[config.mk]
export PLATFORM = sky130hd
export DESIGN_NAME = receiver_uart
export DESIGN_NICKNAME = d
export VERILOG_FILES = /design/src/rtl/uart_pkg.sv /design/src/rtl/sync_fifo_fwft.sv /design/src/rtl/receiver_uart.sv
export SDC_FILE = /design/constraint.sdc
export NUM_CORES = 1
export LEC_CHECK = 0
export ABC_AREA = 1
export BUFFER_PORTS_ARGS = -buffer_cell sky130_fd_sc_hd__buf_2
export CAP_MARGIN = 5
export CORE_ASPECT_RATIO = 1.25
export CORE_UTILIZATION = 55
export CTS_CLUSTER_DIAMETER = 120
export DETAILED_ROUTE_END_ITERATION = 16
export PLACE_DENSITY = 0.73
export SLEW_MARGIN = 15
export SYNTH_ARGS = -nofsm -noshare
export SYNTH_HDL_FRONTEND = slang
export SYNTH_SLANG_ARGS = --single-unit
[constraint.sdc]
create_clock -name clk -period 6.15 [get_ports clk]
set_clock_uncertainty 0.05 [all_clocks]
set_input_delay 0.3075 -clock clk [delete_from_list [all_inputs] [get_ports clk]]
set_output_delay 0.3075 -clock clk [all_outputs]
set_load 0.02 [all_outputs]
[src/rtl/uart_pkg.sv]
// Shared UART definitions: receiver FSM states, data width and bit timing.
package uart_pkg;

    localparam int DATA_W = 8;

    typedef enum logic [1:0] {
        ST_IDLE  = 2'd0,
        ST_START = 2'd1,
        ST_DATA  = 2'd2,
        ST_STOP  = 2'd3
    } rx_state_e;

    function automatic int clks_per_bit(input int clk_hz, input int baud);
        return clk_hz / baud;
    endfunction

endpackage

[src/rtl/sync_fifo_fwft.sv]
// First-word-fall-through FIFO with a registered head word.
module sync_fifo_fwft #(
    parameter int WIDTH = 8,
    parameter int DEPTH = 4
) (
    input  logic                       clk,
    input  logic                       rstn,
    input  logic                       i_push,
    input  logic [WIDTH-1:0]           i_wdata,
    input  logic                       i_pop,
    output logic [WIDTH-1:0]           o_rdata,
    output logic                       o_valid,
    output logic                       o_drop,
    output logic [$clog2(DEPTH):0]     o_count
);

    localparam int PW = $clog2(DEPTH);
    localparam int CW = PW + 1;

    logic [WIDTH-1:0] mem_q [DEPTH];
    logic [PW-1:0]    wr_ptr_q, wr_ptr_d;
    logic [PW-1:0]    rd_ptr_q, rd_ptr_d;
    logic [CW-1:0]    count_q, count_d;
    logic [WIDTH-1:0] data_q, data_d;
    logic             full;
    logic             pop_ok;
    logic             push_ok;

    assign full = (count_q == CW'(DEPTH));

    // A full FIFO can still take a byte when the head leaves this cycle.
    always_comb begin
        pop_ok   = i_pop && (count_q != '0);
        push_ok  = i_push && (!full || pop_ok);
        rd_ptr_d = rd_ptr_q + PW'(pop_ok);
        wr_ptr_d = wr_ptr_q + PW'(push_ok);
        count_d  = count_q + CW'(push_ok) - CW'(pop_ok);
        data_d   = data_q;
        if (count_d != '0) begin
            if (push_ok && (rd_ptr_d == wr_ptr_q)) begin
                data_d = i_wdata;
            end else begin
                data_d = mem_q[rd_ptr_d];
            end
        end
    end

    always_ff @(posedge clk) begin
        if (push_ok) begin
            mem_q[wr_ptr_q] <= i_wdata;
        end
    end

    always_ff @(posedge clk) begin
        if (!rstn) begin
            wr_ptr_q <= '0;
            rd_ptr_q <= '0;
            count_q  <= '0;
            data_q   <= '0;
        end else begin
            wr_ptr_q <= wr_ptr_d;
            rd_ptr_q <= rd_ptr_d;
            count_q  <= count_d;
            data_q   <= data_d;
        end
    end

    assign o_rdata = data_q;
    assign o_valid = (count_q != '0);
    assign o_drop  = i_push && !push_ok;
    assign o_count = count_q;

endmodule

[src/rtl/receiver_uart.sv]
// UART receiver: synchronizes RX, deframes 8N1 characters, queues bytes.
module receiver_uart
    import uart_pkg::*;
#(
    parameter int clk_freq_hz = 12000000,
    parameter int baud_rate   = 115200,
    parameter int fifo_depth  = 4
) (
    input  logic                          clk,
    input  logic                          rstn,
    input  logic                          i_uart_rx,
    output logic [DATA_W-1:0]             o_data,
    output logic                          o_valid,
    input  logic                          i_ready,
    output logic                          o_frame_err,
    output logic                          o_overrun,
    input  logic                          i_clear_err,
    output logic [$clog2(fifo_depth):0]   o_count
);

    localparam int CPB   = clks_per_bit(clk_freq_hz, baud_rate);
    localparam int CNT_W = $clog2(CPB);

    localparam logic [CNT_W-1:0] HALF_RELOAD = CNT_W'(CPB / 2 - 1);
    localparam logic [CNT_W-1:0] FULL_RELOAD = CNT_W'(CPB - 1);
    localparam logic [CNT_W-1:0] CNT_ONE     = CNT_W'(1);

    logic              rx_s1_q, rx_s2_q, rx_prev_q;
    rx_state_e         state_q;
    logic [CNT_W-1:0]  cnt_q;
    logic [2:0]        bit_idx_q;
    logic [DATA_W-1:0] shift_q;
    logic              frame_err_q, frame_err_d;
    logic              overrun_q, overrun_d;
    logic              expired;
    logic              stop_hit;
    logic              push;
    logic              drop;

    always_ff @(posedge clk) begin
        if (!rstn) begin
            rx_s1_q   <= 1'b1;
            rx_s2_q   <= 1'b1;
            rx_prev_q <= 1'b1;
        end else begin
            rx_s1_q   <= i_uart_rx;
            rx_s2_q   <= rx_s1_q;
            rx_prev_q <= rx_s2_q;
        end
    end

    assign expired  = (cnt_q == '0);
    assign stop_hit = (state_q == ST_STOP) && expired;
    assign push     = stop_hit && rx_s2_q;

    always_ff @(posedge clk) begin
        if (!rstn) begin
            state_q   <= ST_IDLE;
            cnt_q     <= '0;
            bit_idx_q <= '0;
            shift_q   <= '0;
        end else begin
            unique case (state_q)
                ST_IDLE: begin
                    if (rx_prev_q && !rx_s2_q) begin
                        cnt_q   <= HALF_RELOAD;
                        state_q <= ST_START;
                    end
                end
                ST_START: begin
                    if (!expired) begin
                        cnt_q <= cnt_q - CNT_ONE;
                    end else if (rx_s2_q) begin
                        state_q <= ST_IDLE;
                    end else begin
                        cnt_q     <= FULL_RELOAD;
                        bit_idx_q <= '0;
                        state_q   <= ST_DATA;
                    end
                end
                ST_DATA: begin
                    if (!expired) begin
                        cnt_q <= cnt_q - CNT_ONE;
                    end else begin
                        shift_q   <= {rx_s2_q, shift_q[DATA_W-1:1]};
                        cnt_q     <= FULL_RELOAD;
                        bit_idx_q <= bit_idx_q + 3'd1;
                        if (bit_idx_q == 3'd7) begin
                            state_q <= ST_STOP;
                        end
                    end
                end
                ST_STOP: begin
                    if (!expired) begin
                        cnt_q <= cnt_q - CNT_ONE;
                    end else begin
                        state_q <= ST_IDLE;
                    end
                end
                default: state_q <= ST_IDLE;
            endcase
        end
    end

    // Setting a flag takes priority over clearing it.
    always_comb begin
        frame_err_d = frame_err_q;
        overrun_d   = overrun_q;
        if (i_clear_err) begin
            frame_err_d = 1'b0;
            overrun_d   = 1'b0;
        end
        if (stop_hit && !rx_s2_q) begin
            frame_err_d = 1'b1;
        end
        if (drop) begin
            overrun_d = 1'b1;
        end
    end

    always_ff @(posedge clk) begin
        if (!rstn) begin
            frame_err_q <= 1'b0;
            overrun_q   <= 1'b0;
        end else begin
            frame_err_q <= frame_err_d;
            overrun_q   <= overrun_d;
        end
    end

    sync_fifo_fwft #(
        .WIDTH (DATA_W),
        .DEPTH (fifo_depth)
    ) u_fifo (
        .clk     (clk),
        .rstn    (rstn),
        .i_push  (push),
        .i_wdata (shift_q),
        .i_pop   (i_ready),
        .o_rdata (o_data),
        .o_valid (o_valid),
        .o_drop  (drop),
        .o_count (o_count)
    );

    assign o_frame_err = frame_err_q;
    assign o_overrun   = overrun_q;

endmodule

==> summary.md, run 1 <==
| Metric | Value |
|---|---|
| Status | `completed` |
| Internal power | `0.000919 W` |
| Starting Density | `57.7%` |
| Setup bufs post-CTS | `0` |
| Post-synth EDFFs | `32` |
| Global-route wire length before repair | `10.4 mm` |
| Element type at the critical path end | `register` |
| Setup_tns | `0 ns` |
| F_max | `0.390 GHz` |
| Worst-Skew Late Latency | `0.34 ns` |
| Final setup fails | `0` |
| Kind of critical path | `register to register` |
| Post-detail-place hpwl | `4.72 mm` |
| CP startpoint kind | `register` |
| First-pass DRT Iterations | `4` |
| Flop-to-flop setup slack | `3.59 ns` |
| Post-CTS Hold Fix Bufs | `0` |
| Final wirelength | `6.51 mm` |
| Synth Flop Type | `dfxtp_1` |
| Port buffer count | `18` |
| Asr flop ratio synth | `0%` |
| Vias in the first global route | `2,297` |
| Synthesized flop and latch total | `72` |
| Height of the die | `89.7 um` |
| Clock share of power | `20.0%` |
| CP max FO | `16` |
| Reg power frac | `36.3%` |
| RSZ-0062 raised after global routing | `no` |
| Clock-pin transition on the worst setup and hold timing paths | `0.07 ns` |
| Worst slew pin tran | `0.654 ns` |
| Initial antenna violation count | `0` |
| Max-cap violations | `0` |
| Post-synthesis sequential area ratio | `52.1%` |
| CTS H-tree lvls | `3` |
| I/O pin total | `19` |
| Synth Net Count | `405` |
| Cells after Synth | `386` |
| Placed cell count | `481` |
| Non-Filler Instances | `497` |
| LEAKAGE | `1.64 nW` |
| GRT met2 Usage | `40.9%` |
| Grt met3 use | `3.57%` |
| Synth unique cells | `31` |
| Ratio of final minimum period to clock period | `41.6%` |
| Sw Ratio | `41.2%` |
| CTS tree | `built` |
| Post-synth top area share | `28.4%` |
| GR Util met1 | `23.2%` |
| Wirelength per Cell | `13.1 um` |
| Fin nets | `429` |
| Total track usage | `22.0%` |
| Post-synth top area cell | `edfxtp_1` |
| Synthesis-to-layout area growth | `10.1%` |
| Core area | `5860 um2` |
| TritonCTS buffer count | `9` |
| Post-Syn Area | `3380 um2` |
| # DRC | `0` |
| Largest net degree at the start of global routing | `23` |
| # clock sinks | `72` |
| Area contributors post-synth | `edfxtp_1, dfxtp_1, nand2_1, nor2_1, ha_1` |
| Cts repair resizes | `0` |
| Fin crit period | `2.56 ns` |
| Pins over their slew limit | `0` |
| Comb power frac | `43.7%` |
| Vias per cell | `5.02` |
| Clock tree buffer depth | `2` |
| Hold WC Path Type | `input pin to register` |
| Slew margin rel. | `56.2%` |
| Die X | `72.1 um` |
| Worst endpoint data arrival time | `2.76 ns` |
| DR vias | `2,494` |
| Peak VDD IR | `176 uV` |
| Layout cell share with drive strength beyond 1 | `15.7%` |
| Avg Cell Area, Syn | `8.76 um2` |
| GP Congestion | `0.839` |
| GRT Residual Overflow | `0` |
| Placement Rows | `31` |
| Antenna diodes | `0` |
| Antenna viol nets, final | `0` |
| Busiest grt layer | `met2` |
| Die footprint | `6470 um2` |
| Clock Root Buffer | `clkbuf_8` |
| Ys Warns | `0` |
| Pwr dens | `420 nW/um2` |
| Final hold vios | `0` |
| DR iter-0 viols | `145` |
| P_sw | `0.000644 W` |
| Worst endpoint required time | `6.35 ns` |
## area by class of cell
| type | instances | area, um2 |
|---|---|---|
| clock buffers | 10 | 128 |
| clock inverters | 6 | 36.3 |
| fillers | 511 | 2130 |
| inverters | 49 | 184 |
| multi-input cells | 257 | 1400 |
| flip-flops and latches | 72 | 1760 |
| well taps | 82 | 103 |
| repair buffers | 21 | 113 |
## flip-flops by register name (all words and copies together), names as in the netlist, named ones only
name,flops
cnt_q,7
u_fifo.o_count,3
o_overrun,1
u_fifo.mem_q,32
rx_s1_q,1
state_q,1
u_fifo.o_rdata,8
rx_s2_q,1
rx_prev_q,1
shift_q,8
u_fifo.wr_ptr_q,2
bit_idx_q,3
o_frame_err,1
u_fifo.rd_ptr_q,2
## layout by cell type, fill, tap and decap left out, types with 2 or more instances in the layout
cell type   synthesis  layout
a31oi_1             3       3
or2_2               8       8
nand4_1             2       2
nor2_4              3       3
nand2_1            73      73
clkinv_1            2       3
buf_2               3      18
nor2_1             64      64
xnor2_1             4       4
nand3_4             2       2
inv_1              42      42
a21oi_1            15      15
inv_2               5       5
clkinv_2            0       2
nand3_1            23      23
dfxtp_1            40      40
edfxtp_1           32      32
ha_1               13      13
o31ai_1             5       5
clkinvlp_4          0       3
buf_4               2       3
nor3_1              5       4
nand2_4             2       2
nand2_2             4       4
clkbuf_8            0       9
nor2_2              2       2
xor2_1              2       2
o211ai_1            5       5
o21ai_0            17      17
nor2_8              2       2
## through the flow
stage	worst slack (ns)	power, W	utilization [%]	hold slack, ns	instance area, um2
floorplan	3.76	0.00114	-	0.342	3380
global placement	3.67	0.00125	60.7	0.344	3550
detailed placement	3.60	0.00127	60.7	0.350	3550
finish	3.59	0.00156	63.6	0.0981	3720
CTS	3.59	0.00158	63.5	0.0919	3720
global route	3.36	0.00170	63.6	0.0906	3720
## cells by family (layout without fill, tap and decap cells)
kind of cell,after synthesis,in the layout,synth area share (%)
and+or+nand+nor,191,191,26.4
DFF,72,72,52.1
buffers and inverters,57,86,6.66
AOI/OAI and AO/OA,46,46,7.85
adders and majority gates,14,14,5.40
xor gates and xnor gates,6,6,1.55
## cell usage after synthesis (3+ instances only)
cell type,number
nand2_1,73
nor2_1,64
inv_1,42
dfxtp_1,40
edfxtp_1,32
nand3_1,23
o21ai_0,17
a21oi_1,15
ha_1,13
or2_2,8
inv_2,5
nor3_1,5
o211ai_1,5
o31ai_1,5
nand2_2,4
xnor2_1,4
a31oi_1,3
buf_2,3
clkbuf_1,3
nor2_4,3
## worst max-delay path, stage by stage (launching register included)
cell and delay [ns]:
dfxtp_1 0.32, inv_1 0.10, ha_1 0.17, nand2_2 0.10, nor2_8 0.17, nand3_4 0.10
nor2_8 0.18, ha_1 0.20, fa_1 0.43, nor2_1 0.14, nand2_2 0.19, nor2_1 0.15
nor2_1 0.05, nand2_1 0.08, inv_1 0.03
## per-layer routing
metal | share of wire (%) | wire (um)
met3 | 2.6 | 166
met1 | 40 | 2600
met5 | 0 | 0
met2 | 54 | 3540
met4 | 3.1 | 199
## power groups by stage
stage | Combinational [W] | Clock [W] | Sequential (W)
2_1_floorplan | 0.000531 | 0 | 0.000608
3_3_place_gp | 0.000674 | 0 | 0.000577
3_5_place_dp | 0.000691 | 0 | 0.000579
4_1_cts | 0.000693 | 0.000322 | 0.000568
5_1_grt | 0.000784 | 0.000341 | 0.000573
6_report | 0.000683 | 0.000313 | 0.000568
## final timing paths
| path | startpoint | end | cells past startpoint |
|---|---|---|---|
| worst max register to register | cnt_q[0]$_SDFFE_PN0P_ | u_fifo.o_rdata[7]$_SDFFE_PN0P_ | 14 |
| worst min-delay path | i_uart_rx | rx_s1_q$_SDFF_PN1_ | 2 |
| worst max-delay path | cnt_q[0]$_SDFFE_PN0P_ | u_fifo.o_rdata[7]$_SDFFE_PN0P_ | 14 |
| worst min register to register | rx_s1_q$_SDFF_PN1_ | rx_s2_q$_SDFF_PN1_ | 1 |
(Power assumes the default switching activity.)
==> inputs of run 2 (changes only) <==
CORE_UTILIZATION = 54   (was 55)
PLACE_DENSITY = 0.75   (was 0.73)
clock period = 2.3 ns   (was 6.15 ns; I/O delays follow)
==> summary.md, run 2 (synthesis gave the netlist of run 1 again) <==
| Metric | Value |
|---|---|
| Hold slack | `0.117 ns (+0.0186 ns)` |
| # clock sinks | `72 (unchanged)` |
| RSZ-0062 raised after global routing | `yes` |
| F_max | `0.447 GHz (+15%)` |
| Fin crit period | `2.24 ns (-0.324 ns)` |
| Pwr dens | `1240 nW/um2 (+200%)` |
| Synthesis-to-layout area growth | `20.6%` |
| GRT Residual Overflow | `0 (unchanged)` |
| Initial antenna violation count | `0 (unchanged)` |
| Crit-path max cell delay | `0.46 ns (+0.03 ns)` |
| CP max FO | `8 (-8)` |
| Most frequent cells in the layout | `nand2_1, nor2_1, inv_1` |
| Fillers | `459 (-10%)` |
| Worst-Skew Late Latency | `0.34 ns (about the same)` |
| Critical path cell sequence | `inv_2 -> a21oi_2 -> ha_1 -> inv_2 -> ha_4 -> fa_2 -> nor2_4 -> nand2_4 -> nor2_2 -> nor2_1 -> nand2_1 -> inv_1` |
| WP buf/inv | `3 (+1)` |
| Pins over their slew limit | `0 (unchanged)` |
| Antenna diodes | `0 (unchanged)` |
| Clock Root Buffer | `clkbuf_8` |
| CP max stage cell | `fa_2` |
| Setup_tns | `0 ns (unchanged)` |
| Sw Ratio | `39.2% (-2.0 points)` |
| Post-detail-place hpwl | `4.93 mm (+4.5%)` |
| Element type at the critical path end | `register` |
| Fin util | `68.7% (+5.1 points)` |
| Reg2reg start | `u_fifo.o_count[2]$_SDFF_PN0_` |
| Kind of critical path | `register to register` |
| Core area | `5930 um2 (+1.3%)` |
| Max FFs per register | `32 (unchanged)` |
| Placed cell count | `497 (+3.3%)` |
| I/O pin total | `19 (unchanged)` |
| Global-route wire length before repair | `11.2 mm (+8.2%)` |
| Status | `completed` |
| Antenna viol nets, final | `0 (unchanged)` |
| Worst endpoint data arrival time | `2.43 ns (-0.33 ns)` |
| Placement Rows | `31 (unchanged)` |
| # DRC | `0 (unchanged)` |
| Vias in the first global route | `2,527 (+10%)` |
| Die X | `72.8 um (+0.89%)` |
| Power Total | `0.00505 W (+220%)` |
| Clock share of power | `22.1% (+2.1 points)` |
| CTS tree | `built` |
| Starting Density | `57.0% (-0.75 points)` |
| Non-Filler Instances | `523 (+5.2%)` |
| Max-cap violations | `0 (unchanged)` |
| Multi-input logic area | `1470 um2 (+5.2%)` |
| Largest net degree at the start of global routing | `23 (unchanged)` |
| Worst slew pin tran | `0.369 ns (-0.285 ns)` |
| CP top delay family | `adder cells` |
| Comb power frac | `47.3% (+3.6 points)` |
| TritonCTS buffer count | `9 (unchanged)` |
| Clock-pin transition on the worst setup and hold timing paths | `0.08 ns (about the same)` |
| Total track usage | `23.0% (+0.95 points)` |
| Hold Crit Start | `rstn` |
| Height of the die | `90.5 um (+0.90%)` |
| Layout cell share with drive strength beyond 1 | `25.2% (+9.5 points)` |
| Hold WC Path Type | `input pin to register` |
| Vias per cell | `5.15 (+2.6%)` |
| CP startpoint kind | `register` |
| Die footprint | `6580 um2 (+1.8%)` |
| Fin nets | `455 (+6.1%)` |
| GP Congestion | `0.796 (-5.1%)` |
| Reg power frac | `30.6% (-5.7 points)` |
| Final wirelength | `7.15 mm (+9.9%)` |
| P_sw | `0.00198 W (+210%)` |
| Ratio of final minimum period to clock period | `97.2% (+56 points)` |
| CTS H-tree lvls | `3 (unchanged)` |
| Origin of the worst setup path | `u_fifo.o_count[2]$_SDFF_PN0_` |
| Final setup fails | `0 (unchanged)` |
| First-pass DRT Iterations | `4 (unchanged)` |
| LEAKAGE | `1.81 nW (+10%)` |
| Internal power | `0.00307 W (+230%)` |
| Clock tree buffer depth | `2 (unchanged)` |
| Worst endpoint required time | `2.50 ns (-3.85 ns)` |
| Cell mode on critical path | `inv_2` |
| Port buffer count | `18 (unchanged)` |
| Commonest non-fill, non-tap cell in the layout | `nand2_1` |
| Register area | `1770 um2 (+0.43%)` |
| Largest Register | `u_fifo.mem_q` |
| Peak VDD IR | `675 uV (+280%)` |
| DR vias | `2,693 (+8.0%)` |
| Wirelength per Cell | `13.7 um (+4.5%)` |
| Slew margin rel. | `75.4% (+19 points)` |
| Final hold vios | `0 (unchanged)` |
| DR iter-0 viols | `216 (+49%)` |
-- run 2: cell count changes in the layout (fill, tap and decap cells not counted), sizes merged --
cell / before / now
bufinv: 0 / 2
nand2: 79 / 80
inv: 47 / 48
buf: 21 / 44
dlygate4sd3: 0 / 2
clkinv: 5 / 2
-- run 2: final timing paths --
path                                                       end  slack [ns]  depth (start not counted)
worst max-delay path            u_fifo.o_rdata[0]$_SDFFE_PN0P_        0.06                         12
worst min-delay path             u_fifo.wr_ptr_q[0]$_SDFF_PN0_        0.12                          3
worst max register to register  u_fifo.o_rdata[0]$_SDFFE_PN0P_        0.06                         12
worst min register to register              rx_s2_q$_SDFF_PN1_        0.36                          1
-- run 2: repair_timing --
| action | in CTS | in global routing |
|---|---|---|
| pin swaps | 0 | 9 |
| endpoints found under the hold margin | 3 | 0 |
| gates resized for setup | 2 | 21 |
| cloned | 0 | 1 |
| endpoints found under the setup margin | 8 | 8 |
| buffers inserted | 0 | 7 |
| hold buffers | 2 | 0 |
-- run 2: cell type report --
class                   instances  area share [%]
multi-input cells             258            36.1
clock inverters                 6            2.24
clock buffers                  10            3.38
repair buffers                 46            7.80
inverters                      49            4.57
well taps                      82            2.52
flip-flops and latches         72            43.4
-- run 2: power by group through the flow --
stage          combinational, W  sequential [W]  clock [W]
3_5_place_dp            0.00212         0.00156          0
5_1_grt                 0.00265         0.00156    0.00120
3_3_place_gp            0.00205         0.00155          0
2_1_floorplan           0.00145         0.00163          0
6_report                0.00239         0.00155    0.00111
4_1_cts                 0.00217         0.00153    0.00114
-- run 2: tightest hold or removal path: stages --
cell	delay, ns
buf_2	0.22
nand2_1	0.10
inv_1	0.03
-- run 2: metal layers --
layer / global-route usage, % / wire length, um / share of wire (%) / up-vias
met1: 22.7 / 2700 / 38 / 1256
met2: 43.5 / 3860 / 54 / 63
met3: 5.36 / 282 / 3.9 / 25
li1: - / - / - / 1349
met4: 10.9 / 309 / 4.3 / 0
met5: 0 / 0 / 0 / -
-- run 2: through the flow --
| stage | cell area, um2 | setup slack, ns |
|---|---|---|
| finish | 4080 | 0.0635 |
| global route | 4080 | -0.0706 |
| CTS | 3960 | 0.0185 |
| detailed placement | 3700 | -0.0232 |
| global placement | 3700 | 0.0262 |
| floorplan | 3400 | 0.00120 |
==> inputs of run 3 (changes only) <==
CORE_UTILIZATION = 55   (was 54)
CTS_BUF_LIST = sky130_fd_sc_hd__clkbuf_8   (was unset)
PLACE_DENSITY = 0.76   (was 0.75)
==> summary.md, run 3 (synthesis gave the netlist of run 1 again) <==
| Metric | Value |
|---|---|
| LEAKAGE | `1.78 nW (-1.6%)` |
| DR vias | `2,655 (-1.4%)` |
| Grt met3 use | `4.91% (-0.45 points)` |
| Total track usage | `22.6% (-0.44 points)` |
| CTS tree | `built` |
| Fin util | `68.1% (-0.61 points)` |
| CP max FO | `8 (unchanged)` |
| Die X | `72.1 um (-0.89%)` |
| Die footprint | `6470 um2 (-1.8%)` |
| Hold Path Stages | `3 (unchanged)` |
| Worst endpoint data arrival time | `2.46 ns (+0.03 ns)` |
| # DRC | `0 (unchanged)` |
| Antenna viol nets, final | `0 (unchanged)` |
| Hold Crit Start | `rstn` |
| Kind of critical path | `register to register` |
| Largest Register | `u_fifo.mem_q` |
| Vias per cell | `5.17 (+0.32%)` |
| Fin nets | `446 (-2.0%)` |
| Setup_tns | `0 ns (unchanged)` |
| F_max | `0.442 GHz (-1.1%)` |
| Final hold vios | `0 (unchanged)` |
| Clock Root Buffer | `clkbuf_8` |
| Pins over their slew limit | `0 (unchanged)` |
| Final setup margin | `0.0385 ns (-0.0250 ns)` |
| GP Congestion | `0.815 (+2.3%)` |
| WP buf/inv | `2 (-1)` |
| Vias in the first global route | `2,444 (-3.3%)` |
| I/O pin total | `19 (unchanged)` |
| Commonest non-fill, non-tap cell in the layout | `nand2_1` |
| Final wirelength | `7.02 mm (-1.9%)` |
| Worst-Skew Late Latency | `0.34 ns (about the same)` |
| Antenna diodes | `0 (unchanged)` |
| GR Util met1 | `22.5% (-0.25 points)` |
| Reg2reg end | `u_fifo.o_rdata[2]$_SDFFE_PN0P_` |
| Reg2reg start | `cnt_q[0]$_SDFFE_PN0P_` |
| Flop-to-flop setup slack | `0.04 ns (-0.02 ns)` |
| Hold WC Path Type | `input pin to register` |
| Height of the die | `89.7 um (-0.90%)` |
| GRT met2 Usage | `43.2% (-0.30 points)` |
| First-pass DRT Iterations | `4 (unchanged)` |
| Max-cap violations | `0 (unchanged)` |
| Status | `completed` |
| Post-detail-place hpwl | `4.83 mm (-2.1%)` |
| Crit-path max cell delay | `0.46 ns (about the same)` |
| Final setup fails | `0 (unchanged)` |
| TritonCTS buffer count | `9 (unchanged)` |
| CTS H-tree lvls | `3 (unchanged)` |
| GRT Residual Overflow | `0 (unchanged)` |
| Pre-CTS setup slack | `-0.0477 ns (-0.0244 ns)` |
| CP top delay family | `simple AND/OR/NAND/NOR gates` |
| CP max stage cell | `fa_2` |
| Global-route wire length before repair | `10.7 mm (-5.0%)` |
| Initial antenna violation count | `0 (unchanged)` |
| CP startpoint kind | `register` |
| Layout cell share with drive strength beyond 1 | `22.7% (-2.5 points)` |
| Synthesis-to-layout area growth | `17.9%` |
| Peak VDD IR | `599 uV (-11%)` |
| Slew margin rel. | `72.9% (-2.5 points)` |
| Ratio of final minimum period to clock period | `98.3% (+1.1 points)` |
| Wirelength per Cell | `13.7 um (-0.18%)` |
| Busiest grt layer | `met2` |
| Critical path cell sequence | `inv_2 -> ha_4 -> nand2_4 -> nor2_8 -> nand3_4 -> nor2_8 -> ha_4 -> fa_2 -> nor2_4 -> nand2_4 -> nor2_2 -> nor2_1 -> nand2_1 -> inv_1` |
| # clock sinks | `72 (unchanged)` |
| RSZ-0062 raised after global routing | `yes` |
| Element type at the critical path end | `register` |
| Worst slew pin tran | `0.404 ns (+0.0346 ns)` |
| Pwr dens | `1210 nW/um2 (-2.3%)` |
| Max FFs per register | `32 (unchanged)` |
| Placement Rows | `31 (unchanged)` |
| Clock tree buffer depth | `2 (unchanged)` |
| Core area | `5860 um2 (-1.3%)` |
| DR iter-0 viols | `161 (-25%)` |
| Worst endpoint required time | `2.50 ns (about the same)` |
| WP depth | `14 (+2)` |
| FF-to-FF path depth | `14 (+2)` |
| Fin crit period | `2.26 ns (+0.0250 ns)` |
| Largest net degree at the start of global routing | `23 (unchanged)` |
| Port buffer count | `18 (unchanged)` |
| Starting Density | `57.7% (+0.75 points)` |
| Most frequent cells in the layout | `nand2_1, nor2_1, inv_1` |
| WHS Endpoint | `u_fifo.o_count[0]$_SDFF_PN0_` |
| Clock-pin transition on the worst setup and hold timing paths | `0.07 ns (about the same)` |
## run 3: cell count changes in the layout (fill, tap and decap cells not counted), sizes merged
| cell | before | now |
|---|---|---|
| buf | 44 | 35 |
| clkinvlp | 3 | 0 |
| clkinv | 2 | 4 |
| inv | 48 | 50 |
| clkbuf | 10 | 9 |
## run 3: how the worst max path moves through the flow
stage / start / endpoint / slack, ns
6_report: cnt_q[0]$_SDFFE_PN0P_ / u_fifo.o_rdata[2]$_SDFFE_PN0P_ / 0.04
3_3_place_gp: u_fifo.o_count[0]$_SDFF_PN0_ / u_fifo.o_rdata[7]$_SDFFE_PN0P_ / 0.06
4_1_cts: u_fifo.o_count[0]$_SDFF_PN0_ / u_fifo.o_rdata[2]$_SDFFE_PN0P_ / 0.0001
2_1_floorplan: cnt_q[0]$_SDFFE_PN0P_ / u_fifo.o_rdata[2]$_SDFFE_PN0P_ / 0.001
5_1_grt: cnt_q[0]$_SDFFE_PN0P_ / u_fifo.o_rdata[2]$_SDFFE_PN0P_ / -0.06
3_5_place_dp: u_fifo.o_count[0]$_SDFF_PN0_ / u_fifo.o_rdata[2]$_SDFFE_PN0P_ / -0.05
## run 3: timing repair
item	CTS	global route
resized for setup	2	20
gates cloned	0	1
hold buffers	2	0
buffers inserted	0	2
endpoints found under the setup margin	8	8
pin swaps	1	5
hold endpoints to repair	2	0
## run 3: area by class of cell
type                            count  area, um2
Timing Repair Buffer               37        250
Clock inverter                      7       81.3
Clock buffer                        9        124
Sequential cell                    72       1770
Tap cell                           82        103
Inverter                           49        184
Multi-Input combinational cell    258       1480
Fill cell                         443       1870
## run 3: where the power goes
part           internal, W  switching (W)
logic             0.000842        0.00140
registers          0.00145      0.0000928
clock network     0.000595       0.000446
total              0.00289        0.00194
## run 3: layer usage
metal  up-vias  share of wire, %  wire (um)
met5         -                 0          0
met4         0               3.3        233
met3        20               2.6        183
met2        51                56       3920
met1      1252                38       2680
li1       1332                 -          -
## run 3: worst reg2reg max path, stage by stage (launching register included)
cell	delay [ns]
dfxtp_2	0.32
inv_2	0.08
ha_4	0.15
nand2_4	0.07
nor2_8	0.10
nand3_4	0.09
nor2_8	0.12
ha_4	0.14
fa_2	0.46
nor2_4	0.19
nand2_4	0.12
nor2_2	0.11
nor2_1	0.06
nand2_1	0.07
inv_1	0.04
## run 3: through the flow
step	std cells	hold slack [ns]	power, W	cell area [um2]
2_1_floorplan	386	0.149	0.00309	3400
3_3_place_gp	493	0.252	0.00348	3670
3_5_place_dp	493	0.254	0.00357	3670
4_1_cts	511	0.111	0.00464	3910
5_1_grt	514	0.152	0.00515	3990
6_report	514	0.116	0.00483	3990
